## config.mk

```make
export PLATFORM = sky130hd
export DESIGN_NAME = note_display_ctrl
export DESIGN_NICKNAME = d
export VERILOG_FILES = /design/src/rtl/note_display_pkg.sv /design/src/rtl/note_display_ctrl_glyph_raster.sv /design/src/rtl/note_display_ctrl.sv
export SDC_FILE = /design/constraint.sdc
export NUM_CORES = 1
export LEC_CHECK = 0
export CORE_UTILIZATION = 40
export DETAILED_ROUTE_END_ITERATION = 16
export MAX_ROUTING_LAYER = met4
export PLACE_DENSITY_LB_ADDON = 0.1
export SLEW_MARGIN = 20
export SYNTH_ARGS = -nofsm -noshare
export SYNTH_HDL_FRONTEND = slang
export SYNTH_SLANG_ARGS = --single-unit
```

## constraint.sdc

```tcl
create_clock -name clk -period 3.9 [get_ports clk]
set_clock_uncertainty 0.15 [all_clocks]
set_input_delay 0.78 -clock clk [delete_from_list [all_inputs] [get_ports clk]]
set_output_delay 0.78 -clock clk [all_outputs]
set_load 0.01 [all_outputs]
```

## src/rtl/note_display_pkg.sv

```systemverilog
// Shared types, glyph bitmaps and note decoding for the note display controller.
// Bitmaps are 12x12, row-major, MSB = top-left pixel.
package note_display_pkg;

  localparam int GLYPH_DIM  = 12;
  localparam int SCREEN_W   = 160;
  localparam int SCREEN_H   = 120;

  typedef logic [143:0] glyph_t;

  localparam logic [3:0] NOTE_A  = 4'd1;
  localparam logic [3:0] NOTE_AS = 4'd2;
  localparam logic [3:0] NOTE_B  = 4'd3;
  localparam logic [3:0] NOTE_C  = 4'd4;
  localparam logic [3:0] NOTE_CS = 4'd5;
  localparam logic [3:0] NOTE_D  = 4'd6;
  localparam logic [3:0] NOTE_DS = 4'd7;
  localparam logic [3:0] NOTE_E  = 4'd8;
  localparam logic [3:0] NOTE_F  = 4'd9;
  localparam logic [3:0] NOTE_FS = 4'd10;
  localparam logic [3:0] NOTE_G  = 4'd11;
  localparam logic [3:0] NOTE_GS = 4'd12;

  localparam glyph_t GLYPH_A     = 144'h060_0F0_198_30C_30C_30C_7FE_7FE_C03_C03_C03_000;
  localparam glyph_t GLYPH_B     = 144'h7F8_60C_60C_60C_7F8_7F8_60C_606_606_60C_7F8_000;
  localparam glyph_t GLYPH_C     = 144'h1FC_306_600_600_600_600_600_600_600_306_1FC_000;
  localparam glyph_t GLYPH_D     = 144'h7F0_618_60C_606_606_606_606_606_60C_618_7F0_000;
  localparam glyph_t GLYPH_E     = 144'h7FE_600_600_600_7FC_7FC_600_600_600_600_7FE_000;
  localparam glyph_t GLYPH_F     = 144'h7FE_600_600_600_7FC_7FC_600_600_600_600_600_000;
  localparam glyph_t GLYPH_G     = 144'h1FC_306_600_600_600_63E_606_606_606_306_1FC_000;
  localparam glyph_t GLYPH_SHARP = 144'h198_198_7FE_7FE_198_198_198_7FE_7FE_198_198_000;
  localparam glyph_t GLYPH_D1    = 144'h060_0E0_1E0_060_060_060_060_060_060_060_1F8_000;
  localparam glyph_t GLYPH_D2    = 144'h1F8_30C_00C_00C_018_030_060_0C0_180_300_3FC_000;
  localparam glyph_t GLYPH_D3    = 144'h1F8_30C_00C_00C_078_078_00C_00C_00C_30C_1F8_000;
  localparam glyph_t GLYPH_D4    = 144'h018_038_078_0D8_198_318_3FE_3FE_018_018_018_000;

  typedef enum logic [2:0] {IDLE, CLEAR, ERASE, SHARP, LETTER, OCT, FIN} state_t;

  typedef struct packed {
    glyph_t glyph;
    logic   is_sharp;
    logic   valid;
  } note_info_t;

  function automatic note_info_t decode_note(input logic [3:0] note);
    note_info_t info;
    info.glyph    = GLYPH_A;
    info.is_sharp = 1'b0;
    info.valid    = 1'b1;
    case (note)
      NOTE_A:  info.glyph = GLYPH_A;
      NOTE_AS: begin info.glyph = GLYPH_A; info.is_sharp = 1'b1; end
      NOTE_B:  info.glyph = GLYPH_B;
      NOTE_C:  info.glyph = GLYPH_C;
      NOTE_CS: begin info.glyph = GLYPH_C; info.is_sharp = 1'b1; end
      NOTE_D:  info.glyph = GLYPH_D;
      NOTE_DS: begin info.glyph = GLYPH_D; info.is_sharp = 1'b1; end
      NOTE_E:  info.glyph = GLYPH_E;
      NOTE_F:  info.glyph = GLYPH_F;
      NOTE_FS: begin info.glyph = GLYPH_F; info.is_sharp = 1'b1; end
      NOTE_G:  info.glyph = GLYPH_G;
      NOTE_GS: begin info.glyph = GLYPH_G; info.is_sharp = 1'b1; end
      default: info.valid = 1'b0;
    endcase
    return info;
  endfunction

  function automatic glyph_t digit_glyph(input logic [1:0] octave);
    case (octave)
      2'd0:    return GLYPH_D1;
      2'd1:    return GLYPH_D2;
      2'd2:    return GLYPH_D3;
      default: return GLYPH_D4;
    endcase
  endfunction

endpackage

```

## src/rtl/note_display_ctrl_glyph_raster.sv

```systemverilog
// Walks a 12x12 bitmap (or a solid 36x12 erase block) and emits one registered pixel per cycle.
// First pixel is registered on the edge where start is sampled; last flags the final pixel being registered.
module glyph_raster
  import note_display_pkg::*;
#(
  parameter logic [2:0] FG = 3'b100,
  parameter logic [2:0] BG = 3'b000
) (
  input  logic         clk,
  input  logic         reset,
  input  logic         start,
  input  logic [143:0] bitmap,
  input  logic [7:0]   org_x,
  input  logic [6:0]   org_y,
  input  logic         wide,
  output logic [7:0]   x,
  output logic [6:0]   y,
  output logic [2:0]   colour,
  output logic         we,
  output logic         active,
  output logic         last
);

  logic [5:0] col, cur_col, last_col;
  logic [3:0] row, cur_row;
  logic [7:0] bit_idx;
  logic       emit, pix_on;

  always_comb begin
    emit     = start | active;
    cur_col  = start ? 6'd0 : col;
    cur_row  = start ? 4'd0 : row;
    last_col = wide ? 6'd35 : 6'(GLYPH_DIM - 1);
    last     = emit && (cur_col == last_col) && (cur_row == 4'(GLYPH_DIM - 1));
    bit_idx  = 8'd143 - (8'(cur_row) * 8'(GLYPH_DIM) + 8'(cur_col));
    pix_on   = wide || bitmap[bit_idx];
  end

  // NOTE: sequential state uses <= so every register updates from pre-edge values.
  always_ff @(posedge clk) begin
    if (reset) begin
      active <= 1'b0;
      col    <= '0;
      row    <= '0;
      x      <= '0;
      y      <= '0;
      colour <= '0;
      we     <= 1'b0;
    end else if (emit) begin
      x      <= org_x + 8'(cur_col);
      y      <= org_y + 7'(cur_row);
      colour <= (pix_on && !wide) ? FG : BG;
      we     <= pix_on;
      if (last) begin
        active <= 1'b0;
        col    <= '0;
        row    <= '0;
      end else begin
        active <= 1'b1;
        if (cur_col == last_col) begin
          col <= '0;
          row <= cur_row + 4'd1;
        end else begin
          col <= cur_col + 6'd1;
          row <= cur_row;
        end
      end
    end else begin
      we <= 1'b0;
    end
  end

endmodule

```

## src/rtl/note_display_ctrl.sv

```systemverilog
// Note display scheduler: erase slot, draw sharp/letter/octave glyphs, and (with NOTE_CLEAR_EN)
// full-screen clears, feeding the VGA pixel write port one pixel per cycle.
module note_display_ctrl
  import note_display_pkg::*;
#(
  parameter int         X_ORIGIN   = 8,
  parameter int         Y_ORIGIN   = 4,
  parameter int         SLOT_PITCH = 14,
  parameter int         NUM_SLOTS  = 8,
  parameter logic [2:0] FG_COLOUR  = 3'b100,
  parameter logic [2:0] BG_COLOUR  = 3'b000
) (
  input  logic       clk,
  input  logic       reset,
  input  logic       req_valid,
  output logic       req_ready,
  input  logic [3:0] req_note,
  input  logic [1:0] req_octave,
  input  logic [2:0] req_slot,
  input  logic       clr_req,
  output logic       busy,
  output logic       done,
  output logic [7:0] x_out,
  output logic [6:0] y_out,
  output logic [2:0] colour,
  output logic       writeEn
);

  state_t       state, state_nxt;
  logic [3:0]   note_q;
  logic [1:0]   oct_q;
  logic [2:0]   slot_q, slot_c;
  note_info_t   info;
  logic [7:0]   sx, r_xoff, r_x;
  logic [6:0]   sy, r_y;
  logic [143:0] r_bitmap;
  logic [2:0]   r_colour;
  logic         r_wide, r_we, r_active, r_last, drawing, clr_go;

  assign info   = decode_note(note_q);
  assign slot_c = (int'(req_slot) >= NUM_SLOTS) ? 3'(NUM_SLOTS - 1) : req_slot;
  assign sx     = 8'(X_ORIGIN);
  assign sy     = 7'(Y_ORIGIN) + 7'(int'(slot_q) * SLOT_PITCH);

`ifdef NOTE_CLEAR_EN
  logic [7:0] cx, clr_x;
  logic [6:0] cy, clr_y;
  logic       clr_pend, clr_we, clr_last;

  assign clr_go    = clr_pend | clr_req;
  assign clr_last  = (cx == 8'(SCREEN_W - 1)) && (cy == 7'(SCREEN_H - 1));
  assign req_ready = (state == IDLE) && !clr_pend && !clr_req;
  assign busy      = (state != IDLE) || clr_pend;

  always_ff @(posedge clk) begin
    if (reset) begin
      clr_pend <= 1'b0;
      cx       <= '0;
      cy       <= '0;
      clr_x    <= '0;
      clr_y    <= '0;
      clr_we   <= 1'b0;
    end else begin
      clr_pend <= (state_nxt == CLEAR && state != CLEAR) ? 1'b0 : (clr_pend | clr_req);
      if (state == CLEAR) begin
        clr_x  <= cx;
        clr_y  <= cy;
        clr_we <= 1'b1;
        if (cx == 8'(SCREEN_W - 1)) begin
          cx <= '0;
          cy <= clr_last ? 7'd0 : cy + 7'd1;
        end else begin
          cx <= cx + 8'd1;
        end
      end else begin
        clr_we <= 1'b0;
        cx     <= '0;
        cy     <= '0;
      end
    end
  end

  // Both pixel sources are registered; only one is ever writing at a time.
  assign x_out   = clr_we ? clr_x : r_x;
  assign y_out   = clr_we ? clr_y : r_y;
  assign colour  = clr_we ? BG_COLOUR : r_colour;
  assign writeEn = clr_we | r_we;
`else
  logic unused_clr;
  assign unused_clr = clr_req;
  assign clr_go     = 1'b0;
  assign req_ready  = (state == IDLE);
  assign busy       = (state != IDLE);
  assign x_out      = r_x;
  assign y_out      = r_y;
  assign colour     = r_colour;
  assign writeEn    = r_we;
`endif

  always_ff @(posedge clk) begin
    if (reset) begin
      state  <= IDLE;
      done   <= 1'b0;
      note_q <= '0;
      oct_q  <= '0;
      slot_q <= '0;
    end else begin
      state <= state_nxt;
      done  <= (state == FIN);
      if (req_valid && req_ready && !clr_go) begin
        note_q <= req_note;
        oct_q  <= req_octave;
        slot_q <= slot_c;
      end
    end
  end

  // NOTE: every signal driven here gets a default first, so no latch is inferred.
  always_comb begin
    state_nxt = state;
    r_bitmap  = '0;
    r_xoff    = '0;
    r_wide    = 1'b0;
    drawing   = 1'b1;
    case (state)
      IDLE: begin
        drawing = 1'b0;
        if (clr_go)                      state_nxt = CLEAR;
        else if (req_valid && req_ready) state_nxt = ERASE;
      end
`ifdef NOTE_CLEAR_EN
      CLEAR: begin
        drawing = 1'b0;
        if (clr_last) state_nxt = FIN;
      end
`endif
      ERASE: begin
        r_wide = 1'b1;
        if (r_last) begin
          if (!info.valid)        state_nxt = FIN;
          else if (info.is_sharp) state_nxt = SHARP;
          else                    state_nxt = LETTER;
        end
      end
      SHARP: begin
        r_bitmap = GLYPH_SHARP;
        if (r_last) state_nxt = LETTER;
      end
      LETTER: begin
        r_bitmap = info.glyph;
        r_xoff   = 8'(GLYPH_DIM);
        if (r_last) state_nxt = OCT;
      end
      OCT: begin
        r_bitmap = digit_glyph(oct_q);
        r_xoff   = 8'(2 * GLYPH_DIM);
        if (r_last) state_nxt = FIN;
      end
      FIN: begin
        drawing   = 1'b0;
        state_nxt = IDLE;
      end
      default: begin
        drawing   = 1'b0;
        state_nxt = IDLE;
      end
    endcase
  end

  // A new phase starts in the first cycle the raster is idle, keeping pixels back-to-back.
  glyph_raster #(.FG(FG_COLOUR), .BG(BG_COLOUR)) u_raster (
    .clk    (clk),
    .reset  (reset),
    .start  (drawing && !r_active),
    .bitmap (r_bitmap),
    .org_x  (sx + r_xoff),
    .org_y  (sy),
    .wide   (r_wide),
    .x      (r_x),
    .y      (r_y),
    .colour (r_colour),
    .we     (r_we),
    .active (r_active),
    .last   (r_last)
  );

endmodule

```

==> metrics.csv, run 1 <==
stage,metric,value,unit
outcome,status,"finished, final reports clean",
global_routing,vias in the first global route,5598,
finish,"leading cell type in the layout, fill and taps excluded",nand2_1,
clock_network,CTS root buf,clkbuf_16,
finish,"Area growth, synth to finish",20.8,%
finish,Finished Cell Area,6050,um2
routing,DRT iter0 DRCs,477,
sta,fraction of the cycle the final worst path needs,96.9,%
yosys,commonest register cell after synthesis,dfxtp_1,
routing,WL per Instance,23.1,um
yosys,"Seq/Total Area, Yosys",16.0,%
clock_network,Clock transition at path regs,0.06,ns
yosys,Synth cell types,84,
routing,Via-to-Cell Ratio,6.27,
place,placed cell areas,5820,um2
sta,minimum clock period,3.78,ns
sta,Slew HR,45.1,%
finish,fillers,1239,
critical_path,CP endpoint kind,flip-flop,
global_routing,GRT Util Overall,34.2,%
finish,# diodes,0,
floorplanning,core area,12100,um2
yosys,Post-synth EDFFs,0,
global_routing,busiest grt layer,met2,
critical_path,R2R Setup Slk,0.12,ns
floorplanning,Die Ht,114,um
power_and_ir_drop,Worst VDD drop,0.000241,V
global_routing,Global Route met3 Usage,3.77,%
clock_network,number of CTS-inserted buffers,5,
clock_network,clock buffer depth,2,
floorplanning,Initial Utilization,41.4,%
finish,# nets final,805,
clock_network,Num Clock Sinks,40,
critical_path,arrival time worst endpoint,3.85,ns
run,Max-cap violations,0,
finish,Post-Layout Cell Count,921,
sta,final hold violation count,0,
clock_network,later-pin clock latency in the skew report,0.29,ns
power_and_ir_drop,Pleak,2.36,nW
global_routing,largest net degree at the start of global routing,30,
critical_path,Crit Path Category,flip-flop to flip-flop,
yosys,Yosys warning total,0,
power_and_ir_drop,pwr dens,232,nW/um2
critical_path,worst endpoint required time,3.97,ns
routing,vias,5774,
place,Post-Place Cells,910,
clock_network,CTS tree,yes,
floorplanning,die width,114,um
global_routing,initial antenna violation count,0,
routing,Pre-antenna DRT Iters,5,
finish,"commonest cells after routing, fill and taps aside","83 x nand2_1, 64 x buf_4, 56 x a21oi_1",
sta,Final setup violation count,0,
routing,DRC,0,
global_routing,GR met2 Demand/Resource,55.0,%
floorplanning,row cnt,40,
routing,final WL,21300,um
sta,pins over their slew limit,0,
critical_path,slowest cell delay on critical path,0.40,ns
yosys,"FF+latch count, synth",40,
worst_hold_path,Hold WC Path Type,flip-flop to flip-flop,
floorplanning,die area,13000,um2
place,Placer Congestion,0.983,
critical_path,"Cell Chain, Critical Path","xor2_4, nand2_2, and2_1, ha_1, inv_1, ha_4, ha_4, inv_1, nand2_2, nor3_1, a311oi_1, a21oi_1, or3_1, a311oi_2, nor3_1, nor3_2",
critical_path,CP max-delay cell,or3_1,
sta,fmax,265,MHz
floorplanning,io pins,35,
critical_path,CP Launch Type,flip-flop,
place,HPWL Detailed,16700,um
clock_network,H-Tree Depth,2,
yosys,Mapped Cells,705,
global_routing,GR met1 Demand/Resource,41.3,%
yosys,Synth Cell Area,5010,um2
routing,post-route ant nets,0,
place,PortBufs,30,
sta,Slew @ Worst Pin,0.815,ns
global_routing,Congestion Overflow GR,0,
clock_network,# hold bufs at CTS,0,
critical_path,CP Max Fanout,6,
global_routing,first-pass GRT wire length,32300,um
finish,layout cell share with drive strength beyond 1,15.5,%
yosys,"Avg Cell Area, Syn",7.10,um2
yosys,ys async rst share,0,%
finish,Util after Layout,49.9,%
==> cell families after synthesis <==
| family | synth area share (%) |
|---|---|
| compound gates | 34.8 |
| simple gates | 25.6 |
| buf+inv | 8.34 |
| fa+ha+maj | 10.7 |
| flops | 16.0 |
| xor+xnor | 3.70 |
| mux | 0.799 |
| other cells | 0.0749 |
==> synth_stat cells (9+ instances only) <==
cell	number	area, um2
o22ai_1	11	68.8
xnor2_1	9	78.8
nor2_1	43	161
inv_1	33	124
o21ai_0	42	210
nand2b_1	15	93.8
a211oi_1	13	97.6
xor2_1	9	78.8
nand2_1	86	323
a31oi_1	13	81.3
clkbuf_1	35	131
and2_1	13	81.3
a21oi_1	57	285
dfxtp_1	40	801
nand3_1	11	55.1
o21ai_1	10	50.1
nor3_1	28	140
a21o_1	9	67.6
buf_2	12	60.1
ha_1	35	438
nor2b_1	9	56.3
==> worst max-delay path, delay by kind of cell, from the launching register on <==
family          cells  cell delay (ns)
fa+ha+maj           3             0.82
buf+inv             2             0.23
xor+xnor            1             0.20
flops               1             0.37
simple gates        7             1.15
compound gates      3             0.78
==> what timing repair did <==
item	CTS	global route
gates resized for setup	0	11
endpoints found under the setup margin	0	2
setup buffers	0	3
==> report_power, final <==
part | total [mW] | internal (mW) | switching [mW]
clock | 0.489 | 0.304 | 0.184
sequential | 0.455 | 0.427 | 0.0280
combinational | 0.457 | 0.175 | 0.282
==> area by class of cell <==
type	instances	area, um2	share of cell area [%]
Multi-Input combinational cell	571	3900	64.5
Timing Repair Buffer	96	812	13.4
Sequential cell	40	806	13.3
Tap cell	168	210	3.47
Inverter	38	148	2.44
Clock buffer	5	125	2.07
Clock inverter	3	46.3	0.765
==> metal layers <==
| layer | share of wire (%) | wire length [um] | up-vias |
|---|---|---|---|
| met5 | 0 | 0 | - |
| met4 | 5.8 | 1230 | 0 |
| met3 | 6.6 | 1400 | 67 |
| met2 | 47 | 10000 | 272 |
| met1 | 41 | 8640 | 2752 |
| li1 | - | - | 2683 |
==> through the flow <==
step / power, mW / setup TNS (ns) / hold WS (ns) / setup WS, ns
2_1_floorplan: 0.735 / 0 / 0.313 / 0.0359
3_3_place_gp: 0.902 / 0 / 0.290 / 0.109
3_5_place_dp: 0.904 / 0 / 0.295 / 0.0516
4_1_cts: 1.39 / 0 / 0.304 / 0.0236
5_1_grt: 1.46 / -0.0470 / 0.339 / -0.0362
6_report: 1.40 / 0 / 0.303 / 0.121
==> path summary, 6_finish.rpt <==
| kind | startpoint | end | depth (start not counted) |
|---|---|---|---|
| worst max-delay path | state[2] | u_raster.we | 16 |
| worst min-delay path | u_raster.y[6] | u_raster.y[6] | 2 |
| worst max register to register | state[2] | u_raster.we | 16 |
| worst min register to register | u_raster.y[6] | u_raster.y[6] | 2 |
==> registers in the layout, indices dropped and copies added (netlist names), 2 cells and up <==
signal        flops
note_q            4
state             3
oct_q             2
u_raster.row      4
u_raster.col      6
slot_q            3
u_raster.x        7
u_raster.y        7
No activity file was read; power rests on OpenSTA's default activity.
==> run 2, diff against run 1 <==
==> constraint.sdc (replaced) <==
create_clock -name clk -period 3.9 [get_ports clk]
set_clock_uncertainty 0.15 [all_clocks]
set_input_delay 0.39 -clock clk [delete_from_list [all_inputs] [get_ports clk]]
set_output_delay 0.39 -clock clk [all_outputs]
set_load 0.01 [all_outputs]
==> metrics.csv, run 2 (same netlist as run 1, synthesis figures left out) <==
stage,metric,value,unit,change
outcome,status,"finished, final reports clean",,unchanged
routing,vias,5696,,was 5774
finish,area of the multi-input gates,3960,um2,was 3900 um2
sta,Slew @ Worst Pin,0.743,ns,was 0.815 ns
clock_network,CTS root buf,clkbuf_16,,unchanged
global_routing,initial antenna violation count,0,,unchanged
floorplanning,die area,13000,um2,unchanged
power_and_ir_drop,"Power, Total",1.30,mW,was 1.40 mW
routing,DRT iter0 DRCs,522,,was 477
finish,"commonest cells after routing, fill and taps aside","84 x nand2_1, 57 x buf_4, 55 x a21oi_1",,"was 83 x nand2_1, 64 x buf_4, 56 x a21oi_1"
floorplanning,die width,114,um,unchanged
floorplanning,row cnt,40,,unchanged
global_routing,first-pass GRT wire length,30500,um,was 32300 um
critical_path,"CP delay by family, top",compound AO/OA/AOI/OAI gates,,was simple AND/OR/NAND/NOR gates
floorplanning,core area,12100,um2,unchanged
sta,Slew HR,50.1,%,was 45.1%
routing,DRC,0,,unchanged
worst_hold_path,Worst Hold Path EP,u_raster.y[6],,unchanged
power_and_ir_drop,pwr dens,216,nW/um2,was 232 nW/um2
place,placed cell areas,5770,um2,was 5820 um2
critical_path,R2R depth,16,,unchanged
place,PortBufs,30,,unchanged
critical_path,Crit Path Category,flip-flop to flip-flop,,unchanged
global_routing,largest net degree at the start of global routing,34,,was 30
finish,layout cell share with drive strength beyond 1,14.9,%,was 15.5%
finish,Largest regs,"u_raster.x: 7 flops, u_raster.y: 7 flops, u_raster.col: 6 flops",,unchanged
critical_path,slowest cell delay on critical path,0.36,ns,was 0.40 ns
finish,"leading cell type in the layout, fill and taps excluded",nand2_1,,unchanged
critical_path,Crit path depth,16,,unchanged
clock_network,later-pin clock latency in the skew report,0.28,ns,was 0.29 ns
sta,hold slack,0.303,ns,about the same
sta,minimum clock period,3.76,ns,was 3.78 ns
finish,total area of sequential cells,808,um2,was 806 um2
clock_network,Num Clock Sinks,40,,unchanged
sta,Final TNS setup,0,ns,unchanged
critical_path,"Cell Chain, Critical Path","xor2_4, nand2_2, and2_1, ha_1, inv_1, ha_4, ha_4, buf_4, nor2_4, o21ai_0, a211o_1, a211o_1, a31oi_1, a311oi_4, nor3b_2, a211oi_2",,"was xor2_4, nand2_2, and2_1, ha_1, inv_1, ha_4, ha_4, inv_1, nand2_2, nor3_1, a311oi_1, a21oi_1, or3_1, a311oi_2, nor3_1, nor3_2"
finish,fillers,1240,,was 1239
clock_network,clock buffer depth,2,,unchanged
place,HPWL Detailed,15100,um,was 16700 um
critical_path,arrival time worst endpoint,3.77,ns,was 3.85 ns
power_and_ir_drop,Worst VDD drop,0.000312,V,was 0.000241 V
finish,"Area growth, synth to finish",20.5,%,was 20.8%
clock_network,# hold bufs at CTS,0,,unchanged
power_and_ir_drop,Pleak,2.33,nW,was 2.36 nW
sta,fraction of the cycle the final worst path needs,96.3,%,was 96.9%
global_routing,Congestion Overflow GR,0,,unchanged
critical_path,CP Launch Type,flip-flop,,unchanged
finish,# nets final,799,,was 805
global_routing,vias in the first global route,5355,,was 5598
critical_path,worst endpoint required time,3.92,ns,was 3.97 ns
clock_network,Clock transition at path regs,0.06,ns,about the same
clock_network,number of CTS-inserted buffers,5,,unchanged
floorplanning,io pins,35,,unchanged
run,Max-cap violations,0,,unchanged
critical_path,worst reg2reg path endpoint,u_raster.colour[2],,was u_raster.we
finish,# diodes,0,,unchanged
critical_path,CP Max Fanout,9,,was 6
worst_hold_path,Worst Hold Path Cells,2,,unchanged
finish,Finished Cell Area,6030,um2,was 6050 um2
worst_hold_path,Hold WC Path Type,flip-flop to flip-flop,,unchanged
floorplanning,Die Ht,114,um,unchanged
routing,WL per Instance,21.4,um,was 23.1 um
place,Placer Congestion,1.08,,was 0.983
floorplanning,Initial Utilization,41.4,%,unchanged
critical_path,FF-to-FF Start,state[2],,unchanged
clock_network,H-Tree Depth,2,,unchanged
sta,fmax,266,MHz,was 265 MHz
routing,Via-to-Cell Ratio,6.23,,was 6.27
critical_path,CP bufs+invs,2,,unchanged
clock_network,CTS tree,yes,,unchanged
routing,Pre-antenna DRT Iters,6,,was 5
critical_path,CP max-delay cell,dfxtp_4,,was or3_1
critical_path,CP endpoint kind,flip-flop,,unchanged
routing,final WL,19600,um,was 21300 um
sta,final hold violation count,0,,unchanged
routing,post-route ant nets,0,,unchanged
sta,pins over their slew limit,0,,unchanged
worst_hold_path,Hold Crit Start,u_raster.y[6],,unchanged
sta,RSZ-0062 raised after global routing,false,,
critical_path,R2R Setup Slk,0.14,ns,was 0.12 ns
sta,Final setup violation count,0,,unchanged
global_routing,GRT Util Overall,31.9,%,was 34.2%
run 2: layout make-up:
type                       instances  share of cell area [%]
sequential                        40                    13.4
timing repair buffer              90                    12.8
clock inverter                     1                   0.145
clock buffer                       7                    2.20
multi-input combinational        571                    65.6
tap                              168                    3.48
inverter                          38                    2.45
run 2: through the flow:
stage | utilization, % | worst slack (ns) | std cells
CTS | 48.8 | 0.0258 | 911
global placement | 47.6 | 0.0888 | 903
detailed placement | 47.6 | 0.0687 | 903
finish | 49.8 | 0.143 | 915
floorplan | - | 0.0359 | 707
global route | 49.8 | 0.00393 | 915
run 2: worst max-delay path by stage:
stage                         from                 end  slack [ns]
after floorplan           state[1]  u_raster.colour[2]        0.04
after global placement    state[2]  u_raster.colour[2]        0.09
after detailed placement  state[2]  u_raster.colour[2]        0.07
after CTS                 state[2]  u_raster.colour[2]        0.03
after global routing      state[2]  u_raster.colour[2]       0.004
final                     state[2]  u_raster.colour[2]        0.14
run 2: report_power, final:
group	internal [mW]	switching, mW	total, mW
combinational	0.173	0.280	0.453
sequential	0.427	0.0255	0.452
clock	0.239	0.161	0.399
total	0.838	0.466	1.30
run 2: what timing repair did:
item,in CTS,in global routing
gates resized for setup,0,18
buffers inserted,0,4
setup endpoints to repair,0,2
run 2: metal layers:
metal	share of wire (%)	global-route usage, %
met4	5.7	17.6
met3	7.4	4.41
met2	46	49.3
met5	0	-
met1	41	40.1
run 2: tightest hold or removal path, cell delays in order, from the launching register on:
cell	delay, ns
dfxtp_1	0.31
nand2_1	0.05
a21oi_1	0.05
==> run 3, diff against run 2 <==
--- a/config.mk
+++ b/config.mk
@@ -5,6 +5,7 @@
 export SDC_FILE = /design/constraint.sdc
 export NUM_CORES = 1
 export LEC_CHECK = 0
+export CORE_MARGIN = 2
 export CORE_UTILIZATION = 40
 export DETAILED_ROUTE_END_ITERATION = 16
 export MAX_ROUTING_LAYER = met4
==> metrics.csv, run 3 (same netlist as run 1, synthesis figures left out) <==
stage,metric,value,unit,change
global_routing,busiest grt layer,met2,,unchanged
critical_path,Crit Path Category,flip-flop to flip-flop,,unchanged
clock_network,Num Clock Sinks,40,,unchanged
worst_hold_path,Hold WC Path Type,flip-flop to flip-flop,,unchanged
critical_path,Critical Path End,u_raster.colour[2],,unchanged
place,Post-Place Cells,895,,was 903
routing,DRT iter0 DRCs,651,,was 522
routing,DRC,0,,unchanged
finish,"commonest cells after routing, fill and taps aside","85 x nand2_1, 56 x a21oi_1, 48 x buf_4",,"was 84 x nand2_1, 57 x buf_4, 55 x a21oi_1"
floorplanning,Initial Utilization,41.4,%,unchanged
floorplanning,Die Ht,116,um,was 114 um
routing,vias,5682,,was 5696
sta,Slew HR,47.0,%,was 50.1%
critical_path,worst endpoint required time,3.97,ns,was 3.92 ns
place,Place WS,0.122,ns,was 0.0687 ns
critical_path,CP Max Fanout,13,,was 9
sta,final hold violation count,0,,unchanged
clock_network,CTS root buf,clkbuf_16,,unchanged
sta,Final setup violation count,0,,unchanged
sta,minimum clock period,3.68,ns,was 3.76 ns
routing,WL per Instance,21.6,um,was 21.4 um
global_routing,Congestion Overflow GR,0,,unchanged
power_and_ir_drop,Pleak,2.26,nW,was 2.33 nW
critical_path,CP bufs+invs,3,,was 2
critical_path,FF-to-FF Start,state[2],,unchanged
clock_network,CTS tree,yes,,unchanged
critical_path,Critical Path Start,state[2],,unchanged
finish,"Area growth, synth to finish",17.0,%,was 20.5%
critical_path,CP Launch Type,flip-flop,,unchanged
critical_path,arrival time worst endpoint,3.75,ns,was 3.77 ns
critical_path,"CP delay by family, top",adder cells,,was compound AO/OA/AOI/OAI gates
sta,Slew @ Worst Pin,0.789,ns,was 0.743 ns
global_routing,Global Route met3 Usage,4.81,%,was 4.41%
critical_path,slowest cell delay on critical path,0.42,ns,was 0.36 ns
sta,hold slack,0.302,ns,was 0.303 ns
finish,total area of sequential cells,803,um2,was 808 um2
critical_path,worst reg2reg path endpoint,u_raster.colour[2],,unchanged
clock_network,H-Tree Depth,2,,unchanged
critical_path,Crit path depth,16,,unchanged
sta,fraction of the cycle the final worst path needs,94.3,%,was 96.3%
routing,final WL,19500,um,was 19600 um
power_and_ir_drop,pwr dens,225,nW/um2,was 216 nW/um2
clock_network,later-pin clock latency in the skew report,0.30,ns,was 0.28 ns
routing,Pre-antenna DRT Iters,6,,unchanged
clock_network,# hold bufs at CTS,0,,unchanged
floorplanning,io pins,35,,unchanged
finish,# nets final,788,,was 799
critical_path,R2R Setup Slk,0.22,ns,was 0.14 ns
global_routing,GR met1 Demand/Resource,37.8,%,was 40.1%
clock_network,clock buffer depth,2,,unchanged
floorplanning,row cnt,40,,unchanged
routing,Via-to-Cell Ratio,6.29,,was 6.23
place,HPWL Detailed,15100,um,about the same
outcome,status,"finished, final reports clean",,unchanged
global_routing,vias in the first global route,5339,,was 5355
run,Max-cap violations,0,,unchanged
sta,RSZ-0062 raised after global routing,false,,unchanged
sta,fmax,272,MHz,was 266 MHz
floorplanning,die width,116,um,was 114 um
critical_path,CP endpoint kind,flip-flop,,unchanged
place,Placer Congestion,1.07,,was 1.08
finish,Util after Layout,48.4,%,was 49.8%
floorplanning,core area,12100,um2,unchanged
global_routing,initial antenna violation count,0,,unchanged
global_routing,GRT Util Overall,30.5,%,was 31.9%
critical_path,R2R depth,16,,unchanged
power_and_ir_drop,Worst VDD drop,0.000197,V,was 0.000312 V
finish,Largest regs,"u_raster.x: 7 flops, u_raster.y: 7 flops, u_raster.col: 6 flops",,unchanged
critical_path,CP max-delay cell,or3_1,,was dfxtp_4
finish,# diodes,0,,unchanged
clock_network,Clock transition at path regs,0.06,ns,about the same
global_routing,largest net degree at the start of global routing,31,,was 34
global_routing,GR met2 Demand/Resource,46.8,%,was 49.3%
finish,area of the multi-input gates,3880,um2,was 3960 um2
global_routing,first-pass GRT wire length,30100,um,was 30500 um
place,PortBufs,30,,unchanged
finish,layout cell share with drive strength beyond 1,12.6,%,was 14.9%
clock_network,number of CTS-inserted buffers,5,,unchanged
sta,pins over their slew limit,0,,unchanged
sta,Final TNS setup,0,ns,unchanged
floorplanning,die area,13400,um2,was 13000 um2
finish,fillers,1256,,was 1240
critical_path,"Cell Chain, Critical Path","xor2_4, nand2_2, nand2_1, inv_1, ha_1, inv_1, ha_4, ha_4, nand3_1, o21ai_2, xor2_2, buf_4, or3_1, a311oi_2, nor3b_2, a211oi_2",,"was xor2_4, nand2_2, and2_1, ha_1, inv_1, ha_4, ha_4, buf_4, nor2_4, o21ai_0, a211o_1, a211o_1, a31oi_1, a311oi_4, nor3b_2, a211oi_2"
routing,post-route ant nets,0,,unchanged
finish,"leading cell type in the layout, fill and taps excluded",nand2_1,,unchanged
finish,Post-Layout Cell Count,904,,was 915
sta,final worst slack,0.221,ns,was 0.143 ns
==> run 3: cell types whose count changed in the layout (fill, tap and decap cells not counted), moves of 2 or more <==
cell,delta
dfxtp_4,-2
dfxtp_2,+2
buf_4,-9
ha_4,-2
ha_1,+2
==> run 3: power by group <==
group	internal (mW)	switching [mW]	total, mW
Combinational	0.167	0.279	0.445
Sequential	0.428	0.0265	0.454
Clock	0.239	0.180	0.420
Total	0.833	0.486	1.32
==> run 3: area by class of cell <==
type / count / area share, %
sequential: 40 / 13.7
multi-input combinational: 571 / 66.3
tap: 168 / 3.59
clock inverter: 1 / 0.149
inverter: 38 / 2.52
clock buffer: 7 / 2.26
timing repair buffer: 79 / 11.5
==> run 3: how the worst min path moves through the flow <==
| stage | start | endpoint | slack [ns] | cells after the start |
|---|---|---|---|---|
| final | u_raster.y[6] | u_raster.y[6] | 0.30 | 2 |
| after global placement | u_raster.y[2] | u_raster.y[2] | 0.29 | 2 |
| after CTS | u_raster.y[6] | u_raster.y[6] | 0.31 | 2 |
| after floorplan | u_raster.row[0] | u_raster.row[0] | 0.31 | 2 |
| after detailed placement | u_raster.x[3] | u_raster.x[3] | 0.30 | 2 |
| after global routing | u_raster.y[2] | u_raster.y[2] | 0.33 | 2 |
==> run 3: worst register-to-register path: stages (launching register included) <==
cell	delay, ns
dfxtp_2	0.39
xor2_4	0.17
nand2_2	0.11
nand2_1	0.13
inv_1	0.06
ha_1	0.30
inv_1	0.10
ha_4	0.21
ha_4	0.36
nand3_1	0.11
o21ai_2	0.21
xor2_2	0.11
buf_4	0.17
or3_1	0.42
a311oi_2	0.36
nor3b_2	0.10
a211oi_2	0.14
==> run 3: routing by layer <==
layer	vias to the layer above	wire length, um
met1	2624	7910
met5	-	0
met3	89	1520
met2	322	8870
li1	2647	-
met4	0	1240
==> run 3: timing repair <==
| action | 4_1_cts | 5_1_grt |
|---|---|---|
| gates resized for setup | 0 | 5 |
| hold endpoints to repair | 0 | 0 |
| buffers inserted | 0 | 1 |
| setup endpoints to repair | 0 | 2 |
==> run 3: metrics by stage <==
step	instance area (um2)	power (mW)
2_1_floorplan	5120	0.735
3_3_place_gp	5690	0.892
3_5_place_dp	5690	0.891
4_1_cts	5830	1.32
5_1_grt	5860	1.38
6_report	5860	1.32
